## src/rtl/fpjh_pkg.sv

```systemverilog
// Shared constants and helpers for the fpjh fragmentation framer.
// Holds FSM state codes, header field geometry and keep/byte-mask helpers.
package fpjh_pkg;

    localparam int unsigned LEN_W   = 12;
    localparam int unsigned IDX_W   = 7;
    localparam int unsigned AGG_BIT = 0;

    localparam logic [31:0] TAIL_WORD_DEF = 32'hEB90_0000;

    localparam logic [2:0] ST_IDLE    = 3'd0;
    localparam logic [2:0] ST_HDR0    = 3'd1;
    localparam logic [2:0] ST_HDR1    = 3'd2;
    localparam logic [2:0] ST_PAYLOAD = 3'd3;
    localparam logic [2:0] ST_TAIL    = 3'd4;
    localparam logic [2:0] ST_DRAIN   = 3'd5;

    // Byte-lane mask for an MSB-contiguous keep.
    function automatic logic [31:0] byte_mask(input logic [3:0] keep);
        return {{8{keep[3]}}, {8{keep[2]}}, {8{keep[1]}}, {8{keep[0]}}};
    endfunction

    // Number of valid bytes in an MSB-contiguous keep.
    function automatic logic [2:0] keep_count(input logic [3:0] keep);
        case (keep)
            4'b1000: return 3'd1;
            4'b1100: return 3'd2;
            4'b1110: return 3'd3;
            default: return 3'd4;
        endcase
    endfunction

endpackage

```

## src/rtl/fpjh_tail_merge.sv

```systemverilog
// Combinational byte packer: folds the tail word behind the k valid bytes of
// the last payload beat and returns the spill-over beat with its keep.
//   k           : valid payload bytes in the last beat (1..4)
//   beat        : last payload beat, unused lanes already zero
//   tail        : tail word, MSB byte first
//   merged_c    : payload bytes followed by the first 4-k tail bytes
//   left_c      : remaining k tail bytes, MSB aligned
//   left_keep_c : keep for left_c
module fpjh_tail_merge
    import fpjh_pkg::*;
(
    input  logic [2:0]  k,
    input  logic [31:0] beat,
    input  logic [31:0] tail,
    output logic [31:0] merged_c,
    output logic [31:0] left_c,
    output logic [3:0]  left_keep_c
);

    always_comb begin
        merged_c    = beat;
        left_c      = tail;
        left_keep_c = 4'b1111;
        case (k)
            3'd1: begin
                merged_c    = {beat[31:24], tail[31:8]};
                left_c      = {tail[7:0], 24'h0};
                left_keep_c = 4'b1000;
            end
            3'd2: begin
                merged_c    = {beat[31:16], tail[31:16]};
                left_c      = {tail[15:0], 16'h0};
                left_keep_c = 4'b1100;
            end
            3'd3: begin
                merged_c    = {beat[31:8], tail[31:24]};
                left_c      = {tail[23:0], 8'h0};
                left_keep_c = 4'b1110;
            end
            default: ;
        endcase
    end

endmodule

```

## src/rtl/fpjh_frag_send.sv

```systemverilog
// Transmit fragmentation framer: cuts one AXIS packet into fragments of at
// most FRAG_MAX bytes, prefixes the fpjh header and appends the tail word.
//   clk, rst           : clock, synchronous active-high reset
//   i_axis_*, i_pkt_len, i_frame_type : packet input with length/type sideband
//   o_axis_*           : framed output through a single holding register
//   o_err              : one-cycle pulse on packet length mismatch
//   o_busy             : high while a packet is in progress
module fpjh_frag_send
    import fpjh_pkg::*;
#(
    parameter int unsigned FRAG_MAX  = 840,
    parameter logic [31:0] TAIL_WORD = TAIL_WORD_DEF
) (
    input  logic        clk,
    input  logic        rst,
    input  logic        i_axis_tvalid,
    input  logic [31:0] i_axis_tdata,
    input  logic [3:0]  i_axis_tkeep,
    input  logic        i_axis_tlast,
    output logic        i_axis_tready,
    input  logic [11:0] i_pkt_len,
    input  logic [15:0] i_frame_type,
    output logic        o_axis_tvalid,
    output logic [31:0] o_axis_tdata,
    output logic [3:0]  o_axis_tkeep,
    output logic        o_axis_tlast,
    input  logic        o_axis_tready,
    output logic        o_err,
    output logic        o_busy
);

    localparam logic [LEN_W-1:0] FRAG_MAX_L = LEN_W'(FRAG_MAX);

    logic [2:0]       state_q, state_d;
    logic [LEN_W-1:0] len_q, len_d, rem_q, rem_d, cnt_q, cnt_d, off_q, off_d;
    logic [14:0]      type_q, type_d;
    logic [IDX_W-1:0] idx_q, idx_d;
    logic             short_q, short_d, long_q, long_d;
    logic [31:0]      left_q, left_d;
    logic [3:0]       left_keep_q, left_keep_d;
    logic             ovalid_q, ovalid_d, olast_q, olast_d;
    logic [31:0]      odata_q, odata_d;
    logic [3:0]       okeep_q, okeep_d;
    logic             err_q, err_d, busy_q, busy_d;

    logic             load, hdr_agg, last_beat, short_hit, long_hit;
    logic [LEN_W-1:0] hdr_tot, hdr_rem, hdr_flen;
    logic [14:0]      hdr_type;
    logic [IDX_W-1:0] hdr_idx;
    logic [2:0]       nb, kc;
    logic [31:0]      pay_data, merged, left;
    logic [3:0]       left_keep;
    logic             unused_type_lsb;

    assign unused_type_lsb = i_frame_type[0];

    assign load          = !ovalid_q || o_axis_tready;
    assign i_axis_tready = (state_q == ST_PAYLOAD && load && !short_q) || state_q == ST_DRAIN;

    // Header fields come straight from the sideband when a packet starts in IDLE.
    assign hdr_tot  = (state_q == ST_IDLE) ? i_pkt_len : len_q;
    assign hdr_rem  = (state_q == ST_IDLE) ? i_pkt_len : rem_q;
    assign hdr_type = (state_q == ST_IDLE) ? i_frame_type[15:1] : type_q;
    assign hdr_idx  = (state_q == ST_IDLE) ? IDX_W'(0) : idx_q;
    assign hdr_agg  = hdr_tot > FRAG_MAX_L;
    assign hdr_flen = (hdr_rem > FRAG_MAX_L) ? FRAG_MAX_L : hdr_rem;

    // Declared bytes in this beat; after a short packet the beat is zero padding.
    assign last_beat = cnt_q <= LEN_W'(4);
    assign nb        = last_beat ? cnt_q[2:0] : 3'd4;
    assign kc        = keep_count(i_axis_tkeep);
    assign pay_data  = short_q ? 32'h0 : (i_axis_tdata & byte_mask(i_axis_tkeep));
    assign short_hit = i_axis_tlast && (!last_beat || rem_q != '0 || kc < nb);
    assign long_hit  = !i_axis_tlast && last_beat && rem_q == '0;

    fpjh_tail_merge u_merge (
        .k           (nb),
        .beat        (pay_data),
        .tail        (TAIL_WORD),
        .merged_c    (merged),
        .left_c      (left),
        .left_keep_c (left_keep)
    );

    // Next-state and output-register logic.
    always_comb begin
        state_d     = state_q;
        len_d       = len_q;
        rem_d       = rem_q;
        cnt_d       = cnt_q;
        off_d       = off_q;
        type_d      = type_q;
        idx_d       = idx_q;
        short_d     = short_q;
        long_d      = long_q;
        left_d      = left_q;
        left_keep_d = left_keep_q;
        ovalid_d    = load ? 1'b0 : ovalid_q;
        odata_d     = odata_q;
        okeep_d     = okeep_q;
        olast_d     = olast_q;
        err_d       = 1'b0;

        case (state_q)
            ST_IDLE, ST_HDR0: begin
                if (load && (state_q == ST_HDR0 || i_axis_tvalid)) begin
                    ovalid_d = 1'b1;
                    odata_d  = {4'h0, hdr_flen, hdr_type, hdr_agg};
                    okeep_d  = 4'b1111;
                    olast_d  = 1'b0;
                    len_d    = hdr_tot;
                    type_d   = hdr_type;
                    rem_d    = hdr_rem - hdr_flen;
                    cnt_d    = hdr_flen;
                    off_d    = hdr_tot - hdr_rem;
                    idx_d    = hdr_idx;
                    if (state_q == ST_IDLE) begin
                        short_d = 1'b0;
                        long_d  = 1'b0;
                    end
                    state_d = hdr_agg ? ST_HDR1 : ST_PAYLOAD;
                end
            end
            ST_HDR1: begin
                if (load) begin
                    ovalid_d = 1'b1;
                    odata_d  = {idx_q, rem_q == '0, 12'h000, off_q};
                    okeep_d  = 4'b1111;
                    olast_d  = 1'b0;
                    state_d  = ST_PAYLOAD;
                end
            end
            ST_PAYLOAD: begin
                if (load && (short_q || i_axis_tvalid)) begin
                    ovalid_d = 1'b1;
                    okeep_d  = 4'b1111;
                    olast_d  = 1'b0;
                    cnt_d    = cnt_q - LEN_W'(nb);
                    if (last_beat) begin
                        odata_d     = merged;
                        left_d      = left;
                        left_keep_d = left_keep;
                        state_d     = ST_TAIL;
                    end else begin
                        odata_d = pay_data;
                    end
                    if (!short_q) begin
                        err_d   = short_hit || long_hit;
                        short_d = short_hit;
                        long_d  = long_hit;
                    end
                end
            end
            ST_TAIL: begin
                if (load) begin
                    ovalid_d = 1'b1;
                    odata_d  = left_q;
                    okeep_d  = left_keep_q;
                    olast_d  = 1'b1;
                    if (rem_q != '0) begin
                        idx_d   = idx_q + IDX_W'(1);
                        state_d = ST_HDR0;
                    end else begin
                        state_d = long_q ? ST_DRAIN : ST_IDLE;
                    end
                end
            end
            ST_DRAIN: begin
                if (i_axis_tvalid && i_axis_tlast) begin
                    state_d = ST_IDLE;
                end
            end
            default: state_d = ST_IDLE;
        endcase

        busy_d = state_d != ST_IDLE;
    end

    // State and output registers.
    always_ff @(posedge clk) begin
        if (rst) begin
            state_q     <= ST_IDLE;
            len_q       <= '0;
            rem_q       <= '0;
            cnt_q       <= '0;
            off_q       <= '0;
            type_q      <= '0;
            idx_q       <= '0;
            short_q     <= 1'b0;
            long_q      <= 1'b0;
            left_q      <= '0;
            left_keep_q <= '0;
            ovalid_q    <= 1'b0;
            odata_q     <= '0;
            okeep_q     <= '0;
            olast_q     <= 1'b0;
            err_q       <= 1'b0;
            busy_q      <= 1'b0;
        end else begin
            state_q     <= state_d;
            len_q       <= len_d;
            rem_q       <= rem_d;
            cnt_q       <= cnt_d;
            off_q       <= off_d;
            type_q      <= type_d;
            idx_q       <= idx_d;
            short_q     <= short_d;
            long_q      <= long_d;
            left_q      <= left_d;
            left_keep_q <= left_keep_d;
            ovalid_q    <= ovalid_d;
            odata_q     <= odata_d;
            okeep_q     <= okeep_d;
            olast_q     <= olast_d;
            err_q       <= err_d;
            busy_q      <= busy_d;
        end
    end

    assign o_axis_tvalid = ovalid_q;
    assign o_axis_tdata  = odata_q;
    assign o_axis_tkeep  = okeep_q;
    assign o_axis_tlast  = olast_q;
    assign o_err         = err_q;
    assign o_busy        = busy_q;

endmodule

```

## config.mk

```make
export PLATFORM = sky130hd
export DESIGN_NAME = fpjh_frag_send
export DESIGN_NICKNAME = d
export VERILOG_FILES = /design/src/rtl/fpjh_pkg.sv /design/src/rtl/fpjh_tail_merge.sv /design/src/rtl/fpjh_frag_send.sv
export SDC_FILE = /design/constraint.sdc
export NUM_CORES = 1
export LEC_CHECK = 0
export CORE_AREA = 2 2 157 159
export CTS_CLUSTER_SIZE = 16
export DETAILED_ROUTE_END_ITERATION = 8
export DIE_AREA = 0 0 159 161
export HOLD_SLACK_MARGIN = 0.06
export SETUP_SLACK_MARGIN = 0.3
export SYNTH_ARGS = -nofsm -noshare
export SYNTH_HDL_FRONTEND = slang
export SYNTH_SLANG_ARGS = --single-unit
export TNS_END_PERCENT = 20
```

## constraint.sdc

```tcl
create_clock -name clk -period 4.35 [get_ports clk]
set_clock_uncertainty 0.15 [all_clocks]
set_input_delay 1.305 -clock clk [delete_from_list [all_inputs] [get_ports clk]]
set_output_delay 1.305 -clock clk [all_outputs]
set_load 0.05 [all_outputs]
```

# Word-level counts from Yosys, hierarchy flattened
# Index checks and enable logic that the tools add are counted.
dict set report classes {
  addsub 4
  n_lt_le_gt_ge 4
  eq_ne 18
  muxes 57
  bitwise_logic 3
  n_reduce_logical 37
}
# operator count
set op_table {}
lappend op_table {{$mux W32} 5}
lappend op_table {{$pmux W32 S4} 1}
lappend op_table {{$pmux W24 S3} 1}
lappend op_table {{$pmux W32 S2} 1}
lappend op_table {{$mux W12} 5}
lappend op_table {{$and A32 B32 Y32} 1}
lappend op_table {{$mux W7} 4}
lappend op_table {{$mux W3} 9}
lappend op_table {{$gt A12 B10 Y1 const B} 2}
lappend op_table {{$mux W24} 1}
lappend op_table {{$pmux W12 S2} 1}
lappend op_table {{$sub A12 B12 Y12} 2}
lappend op_table {{$pmux W3 S3} 2}
lappend op_table {{$mux W4} 4}
lappend op_table {{$pmux W4 S4} 1}
lappend op_table {{$mux W1} 15}
lappend op_table {{$mux W15} 1}
lappend op_table {{$pmux W3 S5} 1}
lappend op_table {{$reduce_and A5 Y1} 3}
lappend op_table {{$pmux W7 S2} 1}
lappend op_table {{$eq A3 B2 Y1 const B} 4}
lappend op_table {{$eq A4 B4 Y1 const B} 3}
lappend op_table {{$le A12 B3 Y1 const B} 1}
lappend op_table {{$logic_not A12 Y1} 1}
lappend op_table {{24 further kinds} 53}
dict set report word_totals {
  register_bits 151
  in_bits 69
  word_cells 140
}

# Longest topological paths before layout
dict set report logic_depth {
  word_depth 8
  mapped_depth 14
}

# By module
# A second synthesis with hierarchy kept.
dict set report unflattened {
  hier_cells 1324
  area_unflattened_um2 9905.8
}
# module n_inst cells_per_inst area_per_inst_um2
set modules_own_cells {}
lappend modules_own_cells {fpjh_frag_send 1 1105 8344.3}
lappend modules_own_cells {fpjh_tail_merge 1 219 1561.5}

# Least setup slack after synthesis
# No wires, ideal clock.
dict set report synth_path {
  kind {input port to flip-flop}
  startpoint {input i_pkt_len[1]}
  endpoint {register off_q[11]}
  setup_ns 0.116
  t_arrival_ns 3.436
  path_slack_ns 0.648
  path_stages 10
  path_cell_list {and2_1 a21oi_2 inv_1 ha_1 nor2b_1 o31a_1 or4_1 a311oi_1 a21oi_1 o211a_1}
}
dict set report synth_via {
  elab_chain_len 2
  word_cells_on_any_way 3
  classes_between {add/sub (1); mux (2)}
}
# element line_no
set synth_rtl {}
lappend synth_rtl {{start: declaration} fpjh_frag_send.sv:21} ;# input logic [11:0] i_pkt_len,
lappend synth_rtl {{$mux W12} fpjh_frag_send.sv:61} ;# assign hdr_tot = (state_q == ST_IDLE) ? i_pkt_len : len_q;
lappend synth_rtl {{via hdr_tot[1]} fpjh_frag_send.sv:47} ;# logic [LEN_W-1:0] hdr_tot, hdr_rem, hdr_flen;
lappend synth_rtl {{$sub A12 B12 Y12} fpjh_frag_send.sv:115} ;# off_d = hdr_tot - hdr_rem;
lappend synth_rtl {{end signal: assignment} fpjh_frag_send.sv:186} ;# off_q <= '0;
lappend synth_rtl {{end signal: assignment} fpjh_frag_send.sv:204} ;# off_q <= off_d;
lappend synth_rtl {{end: declaration} fpjh_frag_send.sv:35} ;# logic [LEN_W-1:0] len_q, len_d, rem_q, rem_d, cnt_q, cnt_d, off_q, off_d;
# The timed path passes the listed nets, and every way through them passes these cells.
# A chain may end at the register's enable or synchronous reset.

# Worst setup path after layout
dict set report layout_path {
  startpoint {input o_axis_tready}
  endpoint {output i_axis_tready}
}
dict set report layout_via {
  elab_chain_len 4
}
# element line_no
set layout_rtl {}
lappend layout_rtl {{start: declaration} fpjh_frag_send.sv:27} ;# input logic o_axis_tready,
lappend layout_rtl {{$logic_or A1 B1 Y1} fpjh_frag_send.sv:57} ;# assign load = !ovalid_q || o_axis_tready;
lappend layout_rtl {{$logic_and A1 B1 Y1 (2 in a row)} fpjh_frag_send.sv:58} ;# assign i_axis_tready = (state_q == ST_PAYLOAD && load && !short_q) || state_q == ST_DRAIN;
lappend layout_rtl {{$logic_or A1 B1 Y1} fpjh_frag_send.sv:58}
lappend layout_rtl {{end: declaration} fpjh_frag_send.sv:20} ;# output logic i_axis_tready,
# No other way between the ends.

==> metrics.md <==
| Metric | Value |
|---|---|
| MaxCap Viol Count | `0` |
| # Post-CTS Setup Buffers | `0` |
| Crit path kind | `in -> out` |
| Starting DRT DRC Count | `652` |
| Critical Path Start | `o_axis_tready` |
| Slew @ Worst Pin | `1.07 ns` |
| Peak supply drop | `around 0.37 mV` |
| Post-synth ARST share | `0` |
| Critical Path End | `i_axis_tready` |
| Power Total | `between 0.007 and 0.008 W` |
| I/O pin count | `110` |
| Clk slew on worst S/H paths | `0.06 ns` |
| Die X-Extent | `159 µm` |
| CP Max Fanout | `2` |
| Routed length per placed instance | `18.0 µm` |
| Cell area after placement | `0.00860 mm²` |
| Syn avg cell area | `between 7 and 8 µm²` |
| Via density | `5.34` |
| Setup TNS | `0 ns` |
| Total global-route track usage | `0.189` |
| Grt ovf | `0` |
| Vias in the first global route | `6,875` |
| Critical path arrival | `2.46 ns` |
| Reg-to-Reg End | `off_q[11]$_SDFFE_PP0P_` |
| Sink Count | `122` |
| Cell area after layout | `0.00921 mm²` |
| Post-CTS sizing | `0` |
| H-tree depth | `4` |
| Peak Freq | `0.255 GHz` |
| Placer Congestion | `0.906` |
| Drc violations | `0` |
| RSZ-0062 raised after global routing | `no` |
| Initial DRT Pass Iterations | `5` |
| Core Rows | `57` |
| Setup slack at placement | `about 0.034 ns` |
| ANT nets after route | `0` |
| FF-to-FF setup slack | `0.82 ns` |
| Global-route wire length before repair | `38,400 µm` |
| Critical path launch point type | `input port` |
| Placed Cells | `1,325` |
| Share of cells above drive strength 1 | `0.0987` |
| CTS tree | `built` |
| Die height | `161 µm` |
| Worst hold path class | `reg -> reg` |
| Max clock buf depth | `2` |
| Crit share post-route | `0.900` |
| WP data required | `just under 3 ns` |
| Nets | `1,107` |
| Final Non-Filler Cells | `between 1,000 and 1,500` |
| Leak pwr | `about 3.4 nW` |
| R2R cell count | `12` |
| Mapped Area | `approximately 0.0070 mm²` |
| Diodes inserted | `0` |
| Final setup margin | `0.436 ns` |
| Max-slew violations | `0` |
| Largest net degree at the start of global routing | `48` |
| Sequential share of the synthesized area | `0.347` |
| Worst Setup End Kind | `output pin` |
| Flops & latches, synth | `122` |
| Post-synth EDFFs | `0` |
| IO buf count | `108` |
| Initial Util | `0.293` |
| Post-layout min period | `3.91 ns` |
| Area grow syn2layout | `31.1%` |
| Final hold vios | `0` |
| Power Density | `834 mW/mm²` |
| Worst-Skew Late Latency | `~0.43 ns` |
| Die area | `0.0256 mm²` |
| Endpoints failing setup | `0` |
| Top_reg_cell synth | `dfxtp_1` |
| Worst R2R Start | `state_q[0]$_SDFF_PP0_` |
| Distinct cells, synth | `74` |
| Routed Wire Length | `24,400 µm` |
| Core footprint | `roughly 0.024 mm²` |
| Yosys Warn Count | `0` |
| Hold buffers post-CTS | `0` |
| Worst slew margin | `0.281` |
| Run status | `completed` |
| Vias post-DR | `7,246` |
| Antenna violations before repair | `0` |
| Cts bufs inserted | `17` |
| HPWL after DPL | `17,500 µm` |
| Post-Synthesis Cells | `910` |
| Root Driver | `clkbuf_16` |
[report_power, final]
group	total, W	internal (W)	switching, W
logic	0.00448	0.00169	0.00279
registers	0.00173	0.00145	0.000274
clock network	0.00148	0.000920	0.000563
[worst max-delay path, stage by stage]
cell             delay (ns)
clkdlybuf4s50_1        0.50
nor2b_1                0.07
nor3_1                 0.17
o21a_1                 0.19
buf_4                  0.22
[sequential cells by signal, summed over array words and instances (netlist names)]
signal / count
left_keep_q: 4
o_err: 1
long_q: 1
type_q: 15
state_q: 3
len_q: 12
short_q: 1
o_busy: 1
o_axis_tlast: 1
o_axis_tkeep: 4
cnt_q: 12
rem_q: 12
off_q: 12
left_q: 3
o_axis_tdata: 32
o_axis_tvalid: 1
idx_q: 7
[synthesized netlist by cell type (all sizes together) (8+ instances only)]
cell type,count,share of area
o21a,15,0.016
nor4,10,0.0089
ha,17,0.030
inv,19,0.010
a21oi,95,0.068
o31ai,8,0.010
a31oi,9,0.0080
clkbuf,49,0.026
a221oi,15,0.019
nor2,93,0.050
buf,11,0.010
nor3,37,0.028
nand2,115,0.061
o21ai,65,0.046
and2,10,0.0089
mux2,14,0.023
xnor2,9,0.011
mux2i,16,0.025
nand3,35,0.025
a211oi,19,0.020
a21o,8,0.0085
dfxtp,122,0.35
or3,11,0.011
[through the flow]
| step | utilization | hold WS [ns] |
|---|---|---|
| floorplan | - | 0.278 |
| global placement | 0.359 | 0.292 |
| detailed placement | 0.359 | 0.296 |
| CTS | 0.384 | 0.305 |
| global route | 0.384 | 0.322 |
| finish | 0.384 | 0.306 |
[layout make-up]
| cell class | count | area, µm² |
|---|---|---|
| clock buffer | 19 | 443 |
| inverter | 19 | 71.3 |
| sequential | 122 | 2440 |
| multi-input combinational | 710 | 4280 |
| timing repair buffer | 150 | 1400 |
| clock inverter | 13 | 168 |
| tap | 324 | 405 |
| fill | 2508 | 14800 |
[layer usage]
| metal | share of wire | global-route usage | vias to the layer above |
|---|---|---|---|
| met5 | 0 | 0 | - |
| li1 | - | - | 3564 |
| met3 | 0.059 | 0.0326 | 43 |
| met2 | 0.45 | 0.304 | 252 |
| met4 | 0.029 | 0.0769 | 0 |
| met1 | 0.46 | 0.253 | 3387 |
[cell usage in the layout, fill, tap and decap left out, types with 19 or more instances in the layout]
cell and n:
buf_4 42, o21ai_0 64, dfxtp_1 122, a21oi_1 94
clkdlybuf4s50_1 106, nand3_1 35, nand2_1 115, a211oi_1 19
nor3_1 36, inv_1 19, nor2_1 93
[worst min path at each step]
stage | end | start | slack [ns] | cells past startpoint
floorplan | off_q[2]$_SDFFE_PP0P_ | off_q[2]$_SDFFE_PP0P_ | 0.28 | 2
global placement | off_q[7]$_SDFFE_PP0P_ | off_q[7]$_SDFFE_PP0P_ | 0.29 | 2
detailed placement | type_q[12]$_SDFFE_PP0P_ | type_q[12]$_SDFFE_PP0P_ | 0.30 | 2
CTS | type_q[12]$_SDFFE_PP0P_ | type_q[12]$_SDFFE_PP0P_ | 0.30 | 2
global route | type_q[5]$_SDFFE_PP0P_ | type_q[5]$_SDFFE_PP0P_ | 0.32 | 2
finish | type_q[12]$_SDFFE_PP0P_ | type_q[12]$_SDFFE_PP0P_ | 0.31 | 2
[logic make-up after synthesis]
group | count (synthesis) | synth area share
simple gates | 350 | 0.232
flops | 122 | 0.347
xor+xnor | 13 | 0.0162
other cells | 2 | 0.00107
buf+inv | 79 | 0.0466
compound gates | 296 | 0.276
fa+ha+maj | 18 | 0.0331
mux | 30 | 0.0475
(Power assumes the default switching activity.)
